<file path="config.mk">
export PLATFORM = sky130hd
export DESIGN_NAME = symtab_lookup_arb
export DESIGN_NICKNAME = d
export VERILOG_FILES = /design/src/rtl/symtab_lookup_arb.sv
export SDC_FILE = /design/constraint.sdc
export NUM_CORES = 1
export LEC_CHECK = 0
export ABC_AREA = 1
export CORE_MARGIN = 10
export CORE_UTILIZATION = 45
export CTS_BUF_LIST = sky130_fd_sc_hd__clkbuf_8
export CTS_CLUSTER_DIAMETER = 100
export DETAILED_ROUTE_END_ITERATION = 8
export DONT_BUFFER_PORTS = 1
export GPL_ROUTABILITY_DRIVEN = 0
export GPL_TIMING_DRIVEN = 0
export PLACE_DENSITY = 0.58
export SLEW_MARGIN = 20
export SYNTH_ARGS = -nofsm -noshare
export SYNTH_HDL_FRONTEND = slang
export SYNTH_SLANG_ARGS = --single-unit
</file>
<file path="constraint.sdc">
create_clock -name clk -period 3.8 [get_ports clk]
set_input_delay 0.95 -clock clk [delete_from_list [all_inputs] [get_ports clk]]
set_output_delay 0.95 -clock clk [all_outputs]
set_load 0.005 [all_outputs]
</file>
<file path="src/rtl/symtab_lookup_arb.sv">
// Round-robin arbiter sharing the symtab_cam lookup port among lanes and fencing CAM commits behind lookups.
// Grant to rsp_valid in 4+ cycles (timeout at grant+2+TIMEOUT_CYCLES); only one lookup is in flight and req_ready is 0 outside IDLE.
module symtab_lookup_arb #(
  parameter int NUM_REQ        = 4,
  parameter int KEY_WIDTH      = 64,
  parameter int IDX_WIDTH      = 10,
  parameter int TIMEOUT_CYCLES = 16
) (
  input  logic                         clk,
  input  logic                         rst_n,
  input  logic [NUM_REQ-1:0]           req_valid,
  input  logic [NUM_REQ*KEY_WIDTH-1:0] req_key,
  output logic [NUM_REQ-1:0]           req_ready,
  output logic [NUM_REQ-1:0]           rsp_valid,
  output logic                         rsp_hit,
  output logic [IDX_WIDTH-1:0]         rsp_idx,
  output logic                         rsp_timeout,
  output logic [KEY_WIDTH-1:0]         cam_lookup_key,
  output logic                         cam_lookup_valid,
  input  logic [IDX_WIDTH-1:0]         cam_lookup_idx,
  input  logic                         cam_lookup_hit,
  input  logic                         cam_lookup_ready,
  input  logic                         csr_commit_req,
  output logic                         csr_commit_busy,
  output logic                         cam_commit,
  output logic [31:0]                  stat_lookups,
  output logic [31:0]                  stat_hits,
  output logic [15:0]                  stat_timeouts
);

  localparam int LW = $clog2(NUM_REQ);
  localparam int CW = $clog2(TIMEOUT_CYCLES);

  typedef enum logic [1:0] {S_IDLE, S_ISSUE, S_WAIT, S_COMMIT} state_t;

  state_t               state_q;
  logic [LW-1:0]        last_q, lane_q;
  logic [KEY_WIDTH-1:0] key_q;
  logic [CW-1:0]        cnt_q;
  logic                 pend_q, pend_d;
  logic                 lkv_q, commit_q;
  logic [NUM_REQ-1:0]   rsp_valid_q;
  logic                 rsp_hit_q, rsp_to_q;
  logic [IDX_WIDTH-1:0] rsp_idx_q;
  logic [31:0]          lookups_q, hits_q;
  logic [15:0]          timeouts_q, timeouts_d;

  logic                 win_vld;
  logic [LW-1:0]        win_lane, cand;

  // Rotating priority: search starts one lane past the last winner.
  always_comb begin
    win_vld  = 1'b0;
    win_lane = '0;
    cand     = '0;
    for (int i = 1; i <= NUM_REQ; i++) begin
      cand = LW'((int'(last_q) + i) % NUM_REQ);
      if (!win_vld && req_valid[cand]) begin
        win_vld  = 1'b1;
        win_lane = cand;
      end
    end
  end

  // Gated by rst_n so no grant is visible while reset is held.
  always_comb begin
    req_ready = '0;
    if (rst_n && state_q == S_IDLE && !pend_q && win_vld) req_ready[win_lane] = 1'b1;
  end

  assign pend_d     = csr_commit_req | (pend_q & (state_q != S_COMMIT));
  assign timeouts_d = (timeouts_q == 16'hFFFF) ? timeouts_q : timeouts_q + 16'd1;

  always_ff @(posedge clk or negedge rst_n) begin
    if (!rst_n) begin
      state_q     <= S_IDLE;
      last_q      <= LW'(NUM_REQ - 1);
      lane_q      <= '0;
      key_q       <= '0;
      cnt_q       <= '0;
      pend_q      <= 1'b0;
      lkv_q       <= 1'b0;
      commit_q    <= 1'b0;
      rsp_valid_q <= '0;
      rsp_hit_q   <= 1'b0;
      rsp_idx_q   <= '0;
      rsp_to_q    <= 1'b0;
      lookups_q   <= '0;
      hits_q      <= '0;
      timeouts_q  <= '0;
    end else begin
      lkv_q       <= 1'b0;
      commit_q    <= 1'b0;
      rsp_valid_q <= '0;
      pend_q      <= pend_d;
      case (state_q)
        S_IDLE: begin
          if (pend_q) begin
            state_q  <= S_COMMIT;
            commit_q <= 1'b1;
          end else if (win_vld) begin
            key_q   <= req_key[win_lane*KEY_WIDTH +: KEY_WIDTH];
            lane_q  <= win_lane;
            last_q  <= win_lane;
            lkv_q   <= 1'b1;
            state_q <= S_ISSUE;
          end
        end
        S_ISSUE: begin
          cnt_q   <= '0;
          state_q <= S_WAIT;
        end
        S_WAIT: begin
          if (cam_lookup_ready) begin
            rsp_valid_q <= NUM_REQ'(1) << lane_q;
            rsp_hit_q   <= cam_lookup_hit;
            rsp_idx_q   <= cam_lookup_idx;
            rsp_to_q    <= 1'b0;
            lookups_q   <= lookups_q + 32'd1;
            if (cam_lookup_hit) hits_q <= hits_q + 32'd1;
            state_q     <= S_IDLE;
          end else if (cnt_q == CW'(TIMEOUT_CYCLES - 1)) begin
            rsp_valid_q <= NUM_REQ'(1) << lane_q;
            rsp_hit_q   <= 1'b0;
            rsp_idx_q   <= '0;
            rsp_to_q    <= 1'b1;
            lookups_q   <= lookups_q + 32'd1;
            timeouts_q  <= timeouts_d;
            state_q     <= S_IDLE;
          end else begin
            cnt_q <= cnt_q + CW'(1);
          end
        end
        S_COMMIT: state_q <= S_IDLE;
        default:  state_q <= S_IDLE;
      endcase
    end
  end

  assign rsp_valid        = rsp_valid_q;
  assign rsp_hit          = rsp_hit_q;
  assign rsp_idx          = rsp_idx_q;
  assign rsp_timeout      = rsp_to_q;
  assign cam_lookup_key   = key_q;
  assign cam_lookup_valid = lkv_q;
  assign cam_commit       = commit_q;
  assign csr_commit_busy  = pend_q | (state_q == S_COMMIT);
  assign stat_lookups     = lookups_q;
  assign stat_hits        = hits_q;
  assign stat_timeouts    = timeouts_q;

endmodule

</file>
==> impl_metrics.csv, run 1 <==
group,metric,value,unit
worst_setup_path,arrival,2710,ps
run,cap_viol_max_count,0,
worst_setup_path,cp_max_fo,10,
die,core_area,23500,um2
die,ios,442,
die,initial_core_util,45.8,%
synth,ys_ff_latch,173,
sta,report.final.hold_viol_count,0,
clocking,clockBufferDepth,2,
clocking,cts_tree,"built",
sta,fin_tns_setup,0,ps
sta,max_slew_margin,60.3,%
finish,final_common_cell,"nand2_1",
finish,syn_to_final_growth,7.54,%
worst_setup_path,cp_data_required_time,2850,ps
clocking,path_clk_slew,110,ps
power_and_ir_drop,power.total,0.0115,W
synth,yosys.area.top_type,"dfrtp_1",
routing,first_iter_violations,781,
synth,ys_types,33,
die,die_area,30500,um2
finish,final_cell_area,11600,um2
power_and_ir_drop,power_leakage,6.30,nW
clocking,clkSinkCount,173,
synth,netlist_area,10800,um2
synth,syn_inst,1570,
place,hpwl,34.1,mm
routing,drtPass1Iterations,5,
power_and_ir_drop,powerDensity,994,nW/um2
global_route,grt_max_degree,175,
outcome,status,"finished, final reports clean",
finish,finalNetCount,1867,
global_route,grt_pass1_wl,64.2,mm
worst_setup_path,critPathKind,"reg -> out",
clocking,holdBufCountCts,0,
die,die_w,175,um
finish,drive_gt1_share,8.06,%
place,dp.cells,1889,
global_route,antenna_found_initial,2,
synth,ys_warn_count,0,
sta,finalCritPeriodShare,96.2,%
place,place_area,11200,um2
worst_setup_path,crit_path_end_kind,"primary output",
sta,slew_violations,0,
sta,grt_setup_unrepaired,"no",
die,placementRows,56,
clocking,root_buffer,"clkbuf_8",
routing,drc,0,
synth,yosysSeqAreaShare,40.2,%
routing,routedWlPerCell,22.1,um
worst_setup_path,start_kind,"flop",
synth,avgSynthCellArea,6.86,um2
sta,tightest_slew,595,ps
sta,fin_crit,3660,ps
clocking,insertion_delay,470,ps
finish,final_cells,1922,
clocking,cts_buffers,17,
global_route,grt-ovfl-total,0,
die,die_h,175,um
finish,final_cell_mix,"nand2_1, dfrtp_1, nand4_1",
global_route,grt_use_total,27.1,%
sta,setup_viol,0,
routing,vias_per_cell,5.46,
min_path,holdCritPathClass,"in -> async",
routing,drt_wl_total,42.5,mm
sta,fmax,273,MHz
power_and_ir_drop,peakVddDrop,0.000885,V
place,port_buffers,0,
global_route,grt_pass1_vias,10500,
clocking,htree_levels,4,
sta,fin_skew,17.8,ps
routing,vias,10500,
synth,synth_nets,1849,
routing,drtAntennaViolNets,0,
synth,yosys-top-cells-area,"dfrtp_1, nand2_1, nand4_1, xor2_1, buf_2",
synth,synth_top_cell_area_share,39.7,%
[worst max-delay path, cell delays in order (launching register included)]
cell and delay [ps]:
dfstp_2 520, buf_4 160, inv_4 70, nand2_1 80, nand2_1 80, nand2_1 80, nand2_1 90, nor2_4 180
nand3_4 150, nand3_4 160, buf_8 200, buf_6 170, inv_1 100, nor3_2 200
[kinds of logic after synthesis]
group                      after synthesis  share of synthesized area, %
adders and majority gates                4                         0.465
xor gates and xnor gates                75                          6.10
and+or+nand+nor                       1132                          44.8
buffers and inverters                  165                          7.43
AOI/OAI and AO/OA                       21                          1.01
DFF                                    173                          40.2
[what timing repair did]
item	CTS	global route
pin swaps	0	2
endpoints found under the setup margin	2	3
gates resized for setup	2	7
buffers inserted	0	0
[cells in the mapped netlist]
cell and count:
xor2_1 49, inv_1 66, buf_2 53, nand4_1 153, nor2_1 62, nor4_1 7, inv_4 1, nand2_4 1
clkbuf_1 11, nor3_1 27, nand2_1 826, nand2_2 1, a21oi_1 3, nor3b_2 1, dfrtp_1 171, nor3b_1 2
buf_6 10, buf_4 10, nand3b_1 3, o21ai_1 1, nor2_2 3, nor2_4 2, nor3_2 2, dfstp_2 2
inv_2 7, a21o_1 1, ha_1 4, a31oi_1 1, nand3_2 3, xnor2_1 26, nand3_1 39, buf_1 7
o21ai_0 15
[cell type report]
class	count	area, um2
Fill cell	2513	12000
Multi-Input combinational cell	1232	5680
Sequential cell	173	4330
Buffer	90	519
Tap cell	319	399
Inverter	74	280
Clock buffer	17	234
Clock inverter	15	130
Antenna cell	2	5.00
[report_power, final]
| part | internal (W) | switching, W | total [W] |
|---|---|---|---|
| combinational | 0.00241 | 0.00491 | 0.00732 |
| clock | 0.000480 | 0.000769 | 0.00125 |
| sequential | 0.00232 | 0.000621 | 0.00295 |
[stage by stage]
step | hold slack (ps) | setup slack [ps] | util [%]
2_1_floorplan | 432 | 738 | -
3_3_place_gp | 453 | 310 | 47.4
3_5_place_dp | 457 | 278 | 47.4
4_1_cts | 131 | 11.8 | 49.0
5_1_grt | 121 | 1.52 | 49.2
6_report | 164 | 143 | 49.2
[final timing paths]
path / from / to / slack (ps) / cells after the start
max in group asynchronous: rst_n / last_q[1] / 3350 / 0
min in group clk: lane_q[1] / rsp_valid[0] / 480 / 1
setup reg to reg: last_q[0] / cam_lookup_key[29] / 1160 / 17
hold / removal: rst_n / stat_lookups[21] / 160 / 0
setup / recovery: last_q[0] / req_ready[0] / 140 / 13
hold reg to reg: lane_q[1] / rsp_valid[0] / 480 / 1
[layer usage]
layer	wire [um]	GRT usage, %	vias to the layer above
li1	-	-	5062
met1	16600	31.8	4912
met2	20100	44.3	460
met3	4620	10.5	61
met4	1150	9.15	0
met5	0	0	-
[sequential cells by signal (all words and copies together) (netlist names)]
signal            flops
pend_q                1
rsp_hit               1
lane_q                2
cam_lookup_key       64
rsp_valid             4
state_q               2
cam_commit            1
stat_hits            32
last_q                2
cam_lookup_valid      1
rsp_timeout           1
stat_lookups         32
stat_timeouts        16
rsp_idx              10
cnt_q                 4
Note: power is estimated with default switching activity, not from simulation.
==> run 2: changes to the inputs <==
CAP_MARGIN = 10   (was default)
==> results of run 2 <==
Same layout as run 1: the final DEF is identical, and so are final timing and power.
==> run 3: changes to the inputs <==
==> constraint.sdc (replaced) <==
create_clock -name clk -period 3.8 [get_ports clk]
set_input_delay 0.95 -clock clk [delete_from_list [all_inputs] [get_ports clk]]
set_output_delay 0.95 -clock clk [all_outputs]
set_load 0.02 [all_outputs]
==> run 3 against run 2 <==
  * Cell count up 0.16%
  * Combinational power up 1%
  * Count of clock-buffer cells in the layout unchanged
  * Design area up 0.40%
  * Global-route usage about the same
  * Utilization up 0.20 points
==> impl_metrics.csv, run 3 (same netlist as run 1, synthesis figures left out) <==
group,metric,value,unit
die,die_area,30500,um2
finish,final_common_cell,"nand2_1",
finish,final_cell_mix,"nand2_1, dfrtp_1, nand4_1",
clocking,insertion_delay,470,ps
power_and_ir_drop,power.total,0.0121,W
power_and_ir_drop,peakVddDrop,0.000827,V
outcome,status,"finished, final reports clean",
power_and_ir_drop,powerDensity,1040,nW/um2
global_route,grt_max_degree,175,
routing,routedWlPerCell,22.1,um
worst_setup_path,crit_path_end_kind,"primary output",
routing,drtPass1Iterations,5,
global_route,grt_pass1_wl,64.2,mm
finish,utilization,49.4,%
die,die_w,175,um
die,ios,442,
clocking,path_clk_slew,110,ps
sta,tightest_slew,591,ps
power_and_ir_drop,power_leakage,6.33,nW
sta,fmax,273,MHz
routing,drc,0,
global_route,grt_pass1_vias,10500,
worst_setup_path,critPathKind,"reg -> out",
clocking,htree_levels,4,
finish,syn_to_final_growth,7.97,%
min_path,holdCritPathClass,"in -> async",
sta,slew_violations,0,
finish,largest_reg_flops,64,
global_route,grt-ovfl-total,0,
die,initial_core_util,45.8,%
finish,multi_input_area,5700,um2
finish,fill_cells,2507,
routing,vias_per_cell,5.48,
worst_setup_path,start_kind,"flop",
clocking,cts_buffers,17,
global_route,antenna_found_initial,2,
place,port_buffers,0,
finish,drive_gt1_share,8.35,%
sta,max_slew_margin,60.6,%
routing,first_iter_violations,801,
worst_setup_path,arrival,2720,ps
die,core_area,23500,um2
sta,setup_viol,0,
finish,regArea,4330,um2
routing,vias,10500,
sta,finalCritPeriodShare,96.5,%
clocking,root_buffer,"clkbuf_8",
worst_setup_path,cp_max_fo,19,
die,placementRows,56,
sta,report.final.hold_viol_count,0,
routing,drtAntennaViolNets,0,
place,hpwl,34.1,mm
finish,final_cells,1925,
sta,fin_skew,17.6,ps
clocking,cts_tree,"built",
routing,drt_wl_total,42.5,mm
run,cap_viol_max_count,0,
clocking,holdBufCountCts,0,
sta,fin_crit,3670,ps
global_route,grt_use_total,27.1,%
clocking,clkSinkCount,173,
finish,finalNetCount,1870,
clocking,clockBufferDepth,2,
worst_setup_path,cp_data_required_time,2850,ps
die,die_h,175,um
place,dp.cells,1889,
==> run 3: per-stage QoR <==
| step | hold slack [ps] | setup WS [ps] | cell area (um2) | TNS [ps] |
|---|---|---|---|---|
| after floorplan | 432 | 441 | 10800 | 0 |
| after global placement | 453 | 14.1 | 11200 | 0 |
| after detailed placement | 457 | -17.5 | 11200 | -28.0 |
| after CTS | 131 | -0.633 | 11600 | -0.633 |
| after global routing | 121 | -5.81 | 11600 | -5.81 |
| final | 163 | 132 | 11600 | 0 |
==> run 3: per-layer routing <==
layer	track usage (%)	part of all wire, %
met1	31.8	39
met3	10.5	11
met2	44.3	47
met4	9.15	2.8
met5	0	0
==> run 3: repair_timing <==
item / 4_1_cts / 5_1_grt
setup endpoints to repair: 4 / 4
buffers inserted: 0 / 4
resized for setup: 8 / 6
pin swaps: 2 / 5
==> run 3: path summary, 6_finish.rpt <==
kind,slack [ps],depth (start not counted),end,startpoint
min in group clk,480,1,rsp_valid[0],lane_q[1]
max,130,12,req_ready[0],last_q[0]
min,160,0,stat_lookups[21],rst_n
max reg2reg,1200,17,cam_lookup_key[29],last_q[0]
min reg2reg,480,1,rsp_valid[0],lane_q[1]
max in group asynchronous,3360,0,last_q[1],rst_n
==> run 3: critical path: stages, from the launching register on <==
cell	delay, ps
dfstp_2	520
buf_4	160
inv_4	70
nand2_1	60
nand2_1	70
nand2_1	110
nand2_2	90
nor2_4	170
nand3_4	120
nand3_4	150
buf_12	200
clkinvlp_4	180
nor3_4	340
==> run 3: layout make-up <==
class | instances | area share, %
multi-input cells | 1232 | 49.0
flip-flops and latches | 173 | 37.2
plain buffers | 89 | 4.41
well taps | 319 | 3.43
inverters | 74 | 2.44
clock buffers | 17 | 2.01
clock inverters | 15 | 1.12
repair buffers | 4 | 0.258
diodes | 2 | 0.0430
==> run 3: power breakdown <==
group / internal [W] / switching [W]
Sequential: 0.00232 / 0.00111
Combinational: 0.00246 / 0.00495
Clock: 0.000480 / 0.000774
